===== src/rtl/div_sched_pkg.sv =====
// Shared types and constants for the divider scheduler.
// The DIV_TIMEOUT_EN build uses timeoutLimit() to size the BUSY watchdog.
package div_sched_pkg;

   typedef enum logic [2:0] {IDLE, CLR, GO, BUSY, RESP} divSchedState_t;

   localparam int TIMEOUT_MUL = 4;
   localparam int TIMEOUT_ADD = 8;

   function automatic int timeoutLimit(input int width);
      return TIMEOUT_MUL * width + TIMEOUT_ADD;
   endfunction

endpackage


===== src/rtl/div_scheduler_rr_arbiter.sv =====
// Round-robin pick: first set request at or above ptr_i, wrapping modulo NREQ.
// Purely combinational; gnt_o is one-hot or zero.
module rr_arbiter #(
   parameter int NREQ = 4,
   localparam int IW  = $clog2(NREQ)
) (
   input  logic [NREQ-1:0] req_i,
   input  logic [IW-1:0]   ptr_i,
   output logic [NREQ-1:0] gnt_o,
   output logic [IW-1:0]   idx_o,
   output logic            vld_o
);

   logic [IW-1:0] cand;

   always_comb begin
      gnt_o = '0;
      idx_o = '0;
      vld_o = 1'b0;
      cand  = '0;
      for (int k = 0; k < NREQ; k++) begin
         cand = IW'((int'(ptr_i) + k) % NREQ);
         if (!vld_o && req_i[cand]) begin
            vld_o       = 1'b1;
            idx_o       = cand;
            gnt_o[cand] = 1'b1;
         end
      end
   end

endmodule


===== src/rtl/div_scheduler.sv =====
// Shares one integer divider among NREQ requesters (round-robin, one op in flight).
// Optional DIV_TIMEOUT_EN: BUSY watchdog that forces an all-ones quotient and flags respTimeout.
module div_scheduler
   import div_sched_pkg::*;
#(
   parameter int WIDTH = 8,
   parameter int NREQ  = 4
) (
   input  logic                  clock,
   input  logic                  reset_n,
   input  logic [NREQ-1:0]       reqValid,
   output logic [NREQ-1:0]       reqReady,
   input  logic [NREQ*WIDTH-1:0] reqDividend,
   input  logic [NREQ*WIDTH-1:0] reqDivisor,
   output logic [NREQ-1:0]       respValid,
   input  logic [NREQ-1:0]       respReady,
   output logic [WIDTH-1:0]      respQuot,
   output logic                  respDivZero,
`ifdef DIV_TIMEOUT_EN
   output logic                  respTimeout,
`endif
   output logic [WIDTH-1:0]      divIn1,
   output logic [WIDTH-1:0]      divIn2,
   output logic                  divStart,
   output logic                  divReset,
   input  logic [WIDTH-1:0]      divOut,
   input  logic                  divDone
);

   localparam int IW = $clog2(NREQ);

   divSchedState_t   state_q, state_d;
   logic [IW-1:0]    rrPtr_q, rrPtr_d;
   logic [IW-1:0]    grant_q, grant_d;
   logic [WIDTH-1:0] dvd_q, dvd_d;
   logic [WIDTH-1:0] dvs_q, dvs_d;
   logic [WIDTH-1:0] quot_q, quot_d;
   logic             divZero_q, divZero_d;
`ifdef DIV_TIMEOUT_EN
   localparam logic [7:0] TO_LIM = 8'(timeoutLimit(WIDTH));
   logic             timeout_q, timeout_d;
   logic [7:0]       wdog_q, wdog_d;
`endif

   logic [NREQ-1:0]  arbGnt;
   logic [IW-1:0]    arbIdx;
   logic             arbVld;
   logic [NREQ-1:0]  respOne;

   rr_arbiter #(.NREQ(NREQ)) u_arb (
      .req_i (reqValid),
      .ptr_i (rrPtr_q),
      .gnt_o (arbGnt),
      .idx_o (arbIdx),
      .vld_o (arbVld)
   );

   assign respOne     = {{(NREQ-1){1'b0}}, 1'b1} << grant_q;
   assign respQuot    = (state_q == RESP) ? quot_q : '0;
   assign respDivZero = divZero_q;
`ifdef DIV_TIMEOUT_EN
   assign respTimeout = timeout_q;
`endif

   always_comb begin
      state_d   = state_q;
      rrPtr_d   = rrPtr_q;
      grant_d   = grant_q;
      dvd_d     = dvd_q;
      dvs_d     = dvs_q;
      quot_d    = quot_q;
      divZero_d = divZero_q;
`ifdef DIV_TIMEOUT_EN
      timeout_d = timeout_q;
      wdog_d    = wdog_q;
`endif
      reqReady  = '0;
      respValid = '0;
      divStart  = 1'b0;
      divReset  = 1'b0;
      divIn1    = '0;
      divIn2    = '0;
      unique case (state_q)
         IDLE: begin
            // reqReady is combinational, so keep it quiet while reset is held
            if (arbVld && reset_n) begin
               reqReady = arbGnt;
               grant_d  = arbIdx;
               dvd_d    = reqDividend[arbIdx*WIDTH +: WIDTH];
               dvs_d    = reqDivisor[arbIdx*WIDTH +: WIDTH];
               if (dvs_d == '0) begin
                  quot_d    = '1;
                  divZero_d = 1'b1;
                  state_d   = RESP;
               end else begin
                  state_d   = CLR;
               end
            end
         end
         CLR: begin
            divReset = 1'b1;
            divIn1   = dvd_q;
            divIn2   = dvs_q;
            state_d  = GO;
         end
         GO: begin
            divStart = 1'b1;
            divIn1   = dvd_q;
            divIn2   = dvs_q;
`ifdef DIV_TIMEOUT_EN
            wdog_d   = '0;
`endif
            state_d  = BUSY;
         end
         BUSY: begin
            divIn1 = dvd_q;
            divIn2 = dvs_q;
            if (divDone) begin
               quot_d  = divOut;
               state_d = RESP;
            end
`ifdef DIV_TIMEOUT_EN
            else if (wdog_q == TO_LIM - 8'd1) begin
               quot_d    = '1;
               timeout_d = 1'b1;
               divReset  = 1'b1;
               state_d   = RESP;
            end else begin
               wdog_d = wdog_q + 8'd1;
            end
`endif
         end
         RESP: begin
            respValid = respOne;
            if (respReady[grant_q]) begin
               rrPtr_d   = (grant_q == IW'(NREQ-1)) ? '0 : grant_q + IW'(1);
               divZero_d = 1'b0;
`ifdef DIV_TIMEOUT_EN
               timeout_d = 1'b0;
`endif
               state_d   = IDLE;
            end
         end
         default: state_d = IDLE;
      endcase
   end

   always_ff @(posedge clock or negedge reset_n) begin
      if (!reset_n) begin
         state_q   <= IDLE;
         rrPtr_q   <= '0;
         grant_q   <= '0;
         dvd_q     <= '0;
         dvs_q     <= '0;
         quot_q    <= '0;
         divZero_q <= 1'b0;
`ifdef DIV_TIMEOUT_EN
         timeout_q <= 1'b0;
         wdog_q    <= '0;
`endif
      end else begin
         state_q   <= state_d;
         rrPtr_q   <= rrPtr_d;
         grant_q   <= grant_d;
         dvd_q     <= dvd_d;
         dvs_q     <= dvs_d;
         quot_q    <= quot_d;
         divZero_q <= divZero_d;
`ifdef DIV_TIMEOUT_EN
         timeout_q <= timeout_d;
         wdog_q    <= wdog_d;
`endif
      end
   end

endmodule


===== config.mk =====
export PLATFORM = sky130hd
export DESIGN_NAME = div_scheduler
export DESIGN_NICKNAME = d
export VERILOG_FILES = /design/src/rtl/div_sched_pkg.sv /design/src/rtl/div_scheduler_rr_arbiter.sv /design/src/rtl/div_scheduler.sv
export SDC_FILE = /design/constraint.sdc
export NUM_CORES = 1
export LEC_CHECK = 0
export ABC_CLOCK_PERIOD_IN_PS = 3600
export CORE_AREA = 2 2 89 91
export DETAILED_ROUTE_END_ITERATION = 8
export DIE_AREA = 0 0 91 93
export GPL_ROUTABILITY_DRIVEN = 0
export PLACE_DENSITY = 0.76
export SLEW_MARGIN = 20
export SYNTH_ARGS = -nofsm -noshare
export SYNTH_HDL_FRONTEND = slang
export SYNTH_SLANG_ARGS = --single-unit

===== constraint.sdc =====
create_clock -name clock -period 3.6 [get_ports clock]
set_clock_uncertainty 0.1 [all_clocks]
set_input_delay 0.72 -clock clock [delete_from_list [all_inputs] [get_ports clock]]
set_output_delay 0.72 -clock clock [all_outputs]
set_load 0.005 [all_outputs]

==> qor.csv <==
metric,value,unit
setup_violations,0,
synthCells,332,
synth_top_area_share,27.6,%
grt.total_usage,19.6,%
final_net_count,575,
dieArea,8460,sq um
antennaDiodeCount,0,
drv_cap,0,
htree_levels,2,
grt_pass1_vias,2921,
vias,3036,
core-area,7530,sq um
crit_fanout,13,
ios,118,
place_ws,-0.265,ns
drive_gt1_share,19.4,%
cts_num_sinks,32,
cellLeakagePower,2.10,nW
async_flop_share,100,%
ys.flop_type,dfrtp_1,
syn-num-nets,427,
area_delta_synth_final,58.5,%
fmax,0.294,GHz
synth_area_leader_cell,dfrtp_1,
min_period_over_period,94.5,%
portBuffers,117,
dp_hpwl,6.59,mm
critPathRequiredTime,2.78,ns
final_util,61.1,%
tightest_slew,0.474,ns
fin_ws,0.198,ns
wl,8.32,mm
slew_headroom,68.4,%
crit_path_top_delay_cell,mux4_2,
worstReg2RegEnd,quot_q[5]$_DFFE_PN0P_,
antenna_left,0,
grt-ovfl-total,0,
crit_chain,clkbuf_2 -> mux4_2 -> buf_4 -> a22oi_1 -> nor2_1 -> a221oi_1 -> nor2_1 -> clkdlybuf4s50_1,
max_stage_delay,0.52,ns
cp.arrival,2.58,ns
hold_viol_final,0,
fp-row-count,32,
vias_per_cell,5.22,
dpl_cell_area,4470,sq um
ys_seq_elements,32,
synth_area,2900,sq um
cts_inserted_buffers,5,
cts_buffer_depth,2,
synth_commonest_cells,"32 x dfrtp_1, 29 x nor2_1, 23 x nand2_1, 23 x o21ai_0, 21 x mux2i_1",
grt_pass1_wl,13.4,mm
drtPass1Iterations,4,
crit_path_start,reqValid[2],
critPathKind,primary input to output pin,
grt_max_degree,36,
fin_area,4600,sq um
r2r_setup_slack,0.48,ns
antenna_found_initial,0,
root_buffer,clkbuf_8,
hold_path.class,register to register,
clk_latency,0.27,ns
initial_core_util,38.5,%
drt-initial-drc-count,141,
yosysWarnings,0,
cts_tree,yes,
yosys.cell_count.top_type,dfrtp_1,
syn_avg_cell_area,8.74,sq um
crit_top_cell,nor2_1,
die_y,93,um
synth.distinct_cells,55,
finalMaxSlewViolations,0,
ys_seq_area_share,27.6,%
reg2reg_from,rrPtr_q[0]$_DFFE_PN0P_,
yosys-top-cells-area,"dfrtp_1 28%, mux2i_1 7.2%, mux2_2 6.2%, ha_1 5.2%, o21ai_0 4.0%",
clkSlewWorstSetupHoldPaths,0.06,ns
crit_end,reqReady[2],
routedWlPerCell,14.3,um
status,"finished, final reports clean",
synth-edff-count,0,
period_needed,3.40,ns
cp-end-kind,output pin,
postCtsHoldBufs,0,
rsz0062_at_grt,no,
ir_drop,377,uV
reg2reg_depth,12,
power.density,810,nW/um^2
die_w,91,um
drc,0,
crit_path_start_kind,primary input,
[metal layers]
| layer | global-route usage [%] | vias to the layer above | routed length [um] |
|---|---|---|---|
| li1 | - | 1508 | - |
| met1 | 23.0 | 1429 | 3420 |
| met2 | 35.6 | 93 | 4270 |
| met3 | 5.72 | 6 | 542 |
| met4 | 3.91 | 0 | 85 |
| met5 | 0 | - | 0 |
[cells by family after synthesis]
kind of cell    count (synthesis)  synth area share [%]
simple gates                  120                  22.2
flops                          32                  27.6
compound gates                 89                  20.9
buf+inv                        34                  5.04
fa+ha+maj                      12                  5.17
mux                            45                  19.1
[worst max-delay path, delay by kind of cell]
family / cells / cell delay, ns
compound gates: 2 / 0.42
buf+inv: 3 / 0.79
mux: 1 / 0.52
simple gates: 2 / 0.13
[sequential cells by signal, summed over array words and instances, names as in the netlist]
signal / cells
state_q: 3
dvd_q: 8
grant_q: 2
respDivZero: 1
dvs_q: 8
quot_q: 8
rrPtr_q: 2
[final cells by class]
class | count | area [sq um]
fillers | 700 | 2930
clock buffers | 6 | 72.6
clock inverters | 1 | 5.00
multi-input cells | 266 | 1990
flip-flops and latches | 32 | 802
inverters | 10 | 37.5
repair buffers | 165 | 1570
well taps | 102 | 128
[per-stage QoR]
stage	total power, mW	hold slack (ns)	cells	setup TNS, ns
finish	3.73	0.370	582	0
global route	4.05	0.392	582	0
CTS	3.67	0.371	580	0
detailed placement	3.39	0.358	572	-4.22
global placement	3.32	0.353	572	-2.98
floorplan	2.26	0.324	332	0
[worst min path at each step]
stage | slack (ns) | cells past startpoint | from | endpoint
4_1_cts | 0.37 | 1 | dvs_q[1]$_DFFE_PN0P_ | dvs_q[1]$_DFFE_PN0P_
3_5_place_dp | 0.36 | 1 | dvs_q[1]$_DFFE_PN0P_ | dvs_q[1]$_DFFE_PN0P_
3_3_place_gp | 0.35 | 2 | dvd_q[2]$_DFFE_PN0P_ | dvd_q[2]$_DFFE_PN0P_
6_report | 0.37 | 1 | dvs_q[1]$_DFFE_PN0P_ | dvs_q[1]$_DFFE_PN0P_
2_1_floorplan | 0.32 | 0 | reset_n | dvd_q[0]$_DFFE_PN0P_
5_1_grt | 0.39 | 1 | dvs_q[1]$_DFFE_PN0P_ | dvs_q[1]$_DFFE_PN0P_
[layout by cell type (no fill, tap or decap), types with 5 or more instances in the layout]
master / instances
nand2_1: 23
buf_4: 44
nor2b_1: 9
and3_1: 12
clkdlybuf4s50_1: 113
ha_1: 11
nand3_1: 8
dfrtp_1: 31
mux2i_1: 21
clkbuf_8: 5
nor2_1: 29
and2_1: 17
a211o_1: 9
a21oi_1: 20
inv_1: 9
mux2_2: 16
o21ai_0: 22
[repair_timing]
action	CTS	global route
gates cloned	0	1
resized for setup	5	16
endpoints found under the setup margin	4	4
setup buffers	1	1
[report_power, final]
group | internal (mW) | leakage, nW | switching (mW)
Clock | 0.131 | 0.0410 | 0.119
Combinational | 1.53 | 1.66 | 1.31
Sequential | 0.522 | 0.402 | 0.115
Total | 2.18 | 2.10 | 1.54
(Power assumes the default switching activity.)
==> patch: new RTL, same flow settings <==
Register the input `divOut` before use, with the module's reset. The logic sees it one clock later. The other inputs are not delayed to match.
--- a/src/rtl/div_scheduler.sv
+++ b/src/rtl/div_scheduler.sv
@@ -30,2 +30,12 @@
    localparam int IW = $clog2(NREQ);
+
+   logic [WIDTH-1:0] divOut_q;
+
+   always_ff @(posedge clock or negedge reset_n) begin
+      if (!reset_n) begin
+         divOut_q <= '0;
+      end else begin
+         divOut_q <= divOut;
+      end
+   end
 
@@ -118,3 +128,3 @@
             if (divDone) begin
-               quot_d  = divOut;
+               quot_d  = divOut_q;
                state_d = RESP;
Function: same outputs for any inputs over 4 cycles, from zero or initial values and one cycle with reset_n low; that may be too few to reach the edited logic, so the function may still have changed.
==> patch against the original RTL <==
- power shrank 5.4%
- area after synthesis rose by 0.69%
- final area is 0.46% lower
- core utilization decreased by 0.28 points
- sequential cell count increased by 8
- worst setup slack worse by 0.14 ns
- wire length is 6.3% higher
- clock power grew 43%
- worst hold slack worse by 0.0024 ns
- critical path type unchanged
- largest power group unchanged
==> patch: results (changes against the original RTL) <==
Outcome:
- Outcome: finished, final reports clean (unchanged).

Hold path:
- The destination of the worst hold path is quot_q[0] (was dvs_q[1]).
- The worst hold path stage count came to 2 (was 1).
- The worst min-delay path startpoint is divOut_q[0] (was dvs_q[1]).

Synth:
- Top post-synthesis cells by count: nand2_1 (95), dfrtp_1 (40), o21ai_0 (30), nor2_1 (23), and2_1 (18) (was dfrtp_1 (32), nor2_1 (29), nand2_1 (23), o21ai_0 (23), mux2i_1 (21)).
- The post-synthesis net count is 457 (was 427).
- The number of library cell types mapped by synthesis is 45 (was 55).
- Top cells by area in the synthesized netlist: dfrtp_1 (34%), nand2_1 (12%), ha_1 (5.1%) (was dfrtp_1 (28%), mux2i_1 (7.2%), mux2_2 (6.2%)).
- The synthesized area per cell is 8.071 µm² (was 8.740 µm²).
- The register area share after synthesis was 0.3426 (was 0.2760).

Clock tree:
- The H-tree depth reported by CTS is 2 (unchanged).
- The CTS buffer count is 5 (unchanged).
- The number of cells upsized or downsized after cts came to 10 (was 5).
- The post-CTS setup-driven buffer insertion count was 3 (was 1).
- The clock latency on the worst-skew pair is 0.29 ns (was 0.27 ns).

Critical path:
- The endpoint of the most critical setup path is reqReady[1] (was reqReady[2]).
- The top fanout value on the critical path came to 4 (was 13).
- The arrival time reported for the critical path endpoint is 2.73 ns (was 2.58 ns).
- The count of cells along the worst register-to-register path is 11 (was 12).
- The capture point of the worst reg-to-reg path is state_q[0] (was quot_q[5]).
- The worst setup path startpoint is reqValid[2] (unchanged).
- The stage delay of the slowest cell on the critical path is 0.57 ns (was 0.52 ns).

Cells and area:
- The number of nets in the final layout is 598 (was 575).
- The fraction of layout instances using a drive strength above 1 came to 0.1409 (was 0.1938).

Global routing:
- The maximum number of pins on one net before global-route repair came to 41 (was 36).
- The overall fraction of global-route tracks in use was 0.2073 (was 0.1957).
- The number of global-route vias before repair is 2,991 (was 2,921).
- The wire length of the first global-routing pass is 14,300 µm (was 13,410 µm).

Route:
- The overall via count from detail_route is 3,124 (was 3,036).
- The average detailed-routed wire length per instance is 14.59 µm (was 14.29 µm).
- The count of routing violations after the opening detailed-route iteration was 217 (was 141).
- The final wirelength is 8839 µm (was 8316 µm).

STA:
- The pin slew with the least headroom to its limit is 0.5717 ns (was 0.4740 ns).
- The worst hold-check slack is 0.3677 ns (was 0.3701 ns).
- The final clock period utilization by the worst path is 0.9848 (was 0.9449).

Power:
- The maximum vdd ir drop is 358.6 µV (was 376.7 µV).
- The cell leakage power is 2.155 nW (was 2.101 nW).

Placement:
- The worst-case setup slack after placement is -0.2894 ns (was -0.2646 ns).
- The detailed-placement wirelength estimate is 6806 µm (was 6587 µm).
[patch: area by class of cell]
class | count | area [µm²]
clock inverters | 2 | 35.03
clock buffers | 6 | 72.57
fillers | 705 | 2949
flip-flops and latches | 40 | 1001
well taps | 102 | 127.6
multi-input cells | 291 | 1839
repair buffers | 156 | 1469
inverters | 9 | 33.78
[patch: report_power, final]
part	switching, W	total (W)	internal (W)
registers	0.000111	0.000733	0.000622
logic	0.00124	0.00243	0.00120
clock network	0.000152	0.000357	0.000206
[patch: logic make-up (layout without fill, tap and decap cells)]
kind of cell    after synthesis  after routing  share of synthesized area
mux                          24             24                     0.1058
fa+ha+maj                    12             12                    0.05139
buf+inv                      31            173                    0.04582
flops                        40             40                     0.3426
compound gates               72             72                     0.1632
simple gates                183            183                     0.2912
[patch: per-layer routing]
layer	up-vias	global-route usage	wire length, µm
met2	127	0.4012	4528
met3	19	0.03143	500
met5	-	0	0
met4	0	0.03409	160
li1	1539	-	-
met1	1439	0.2451	3650
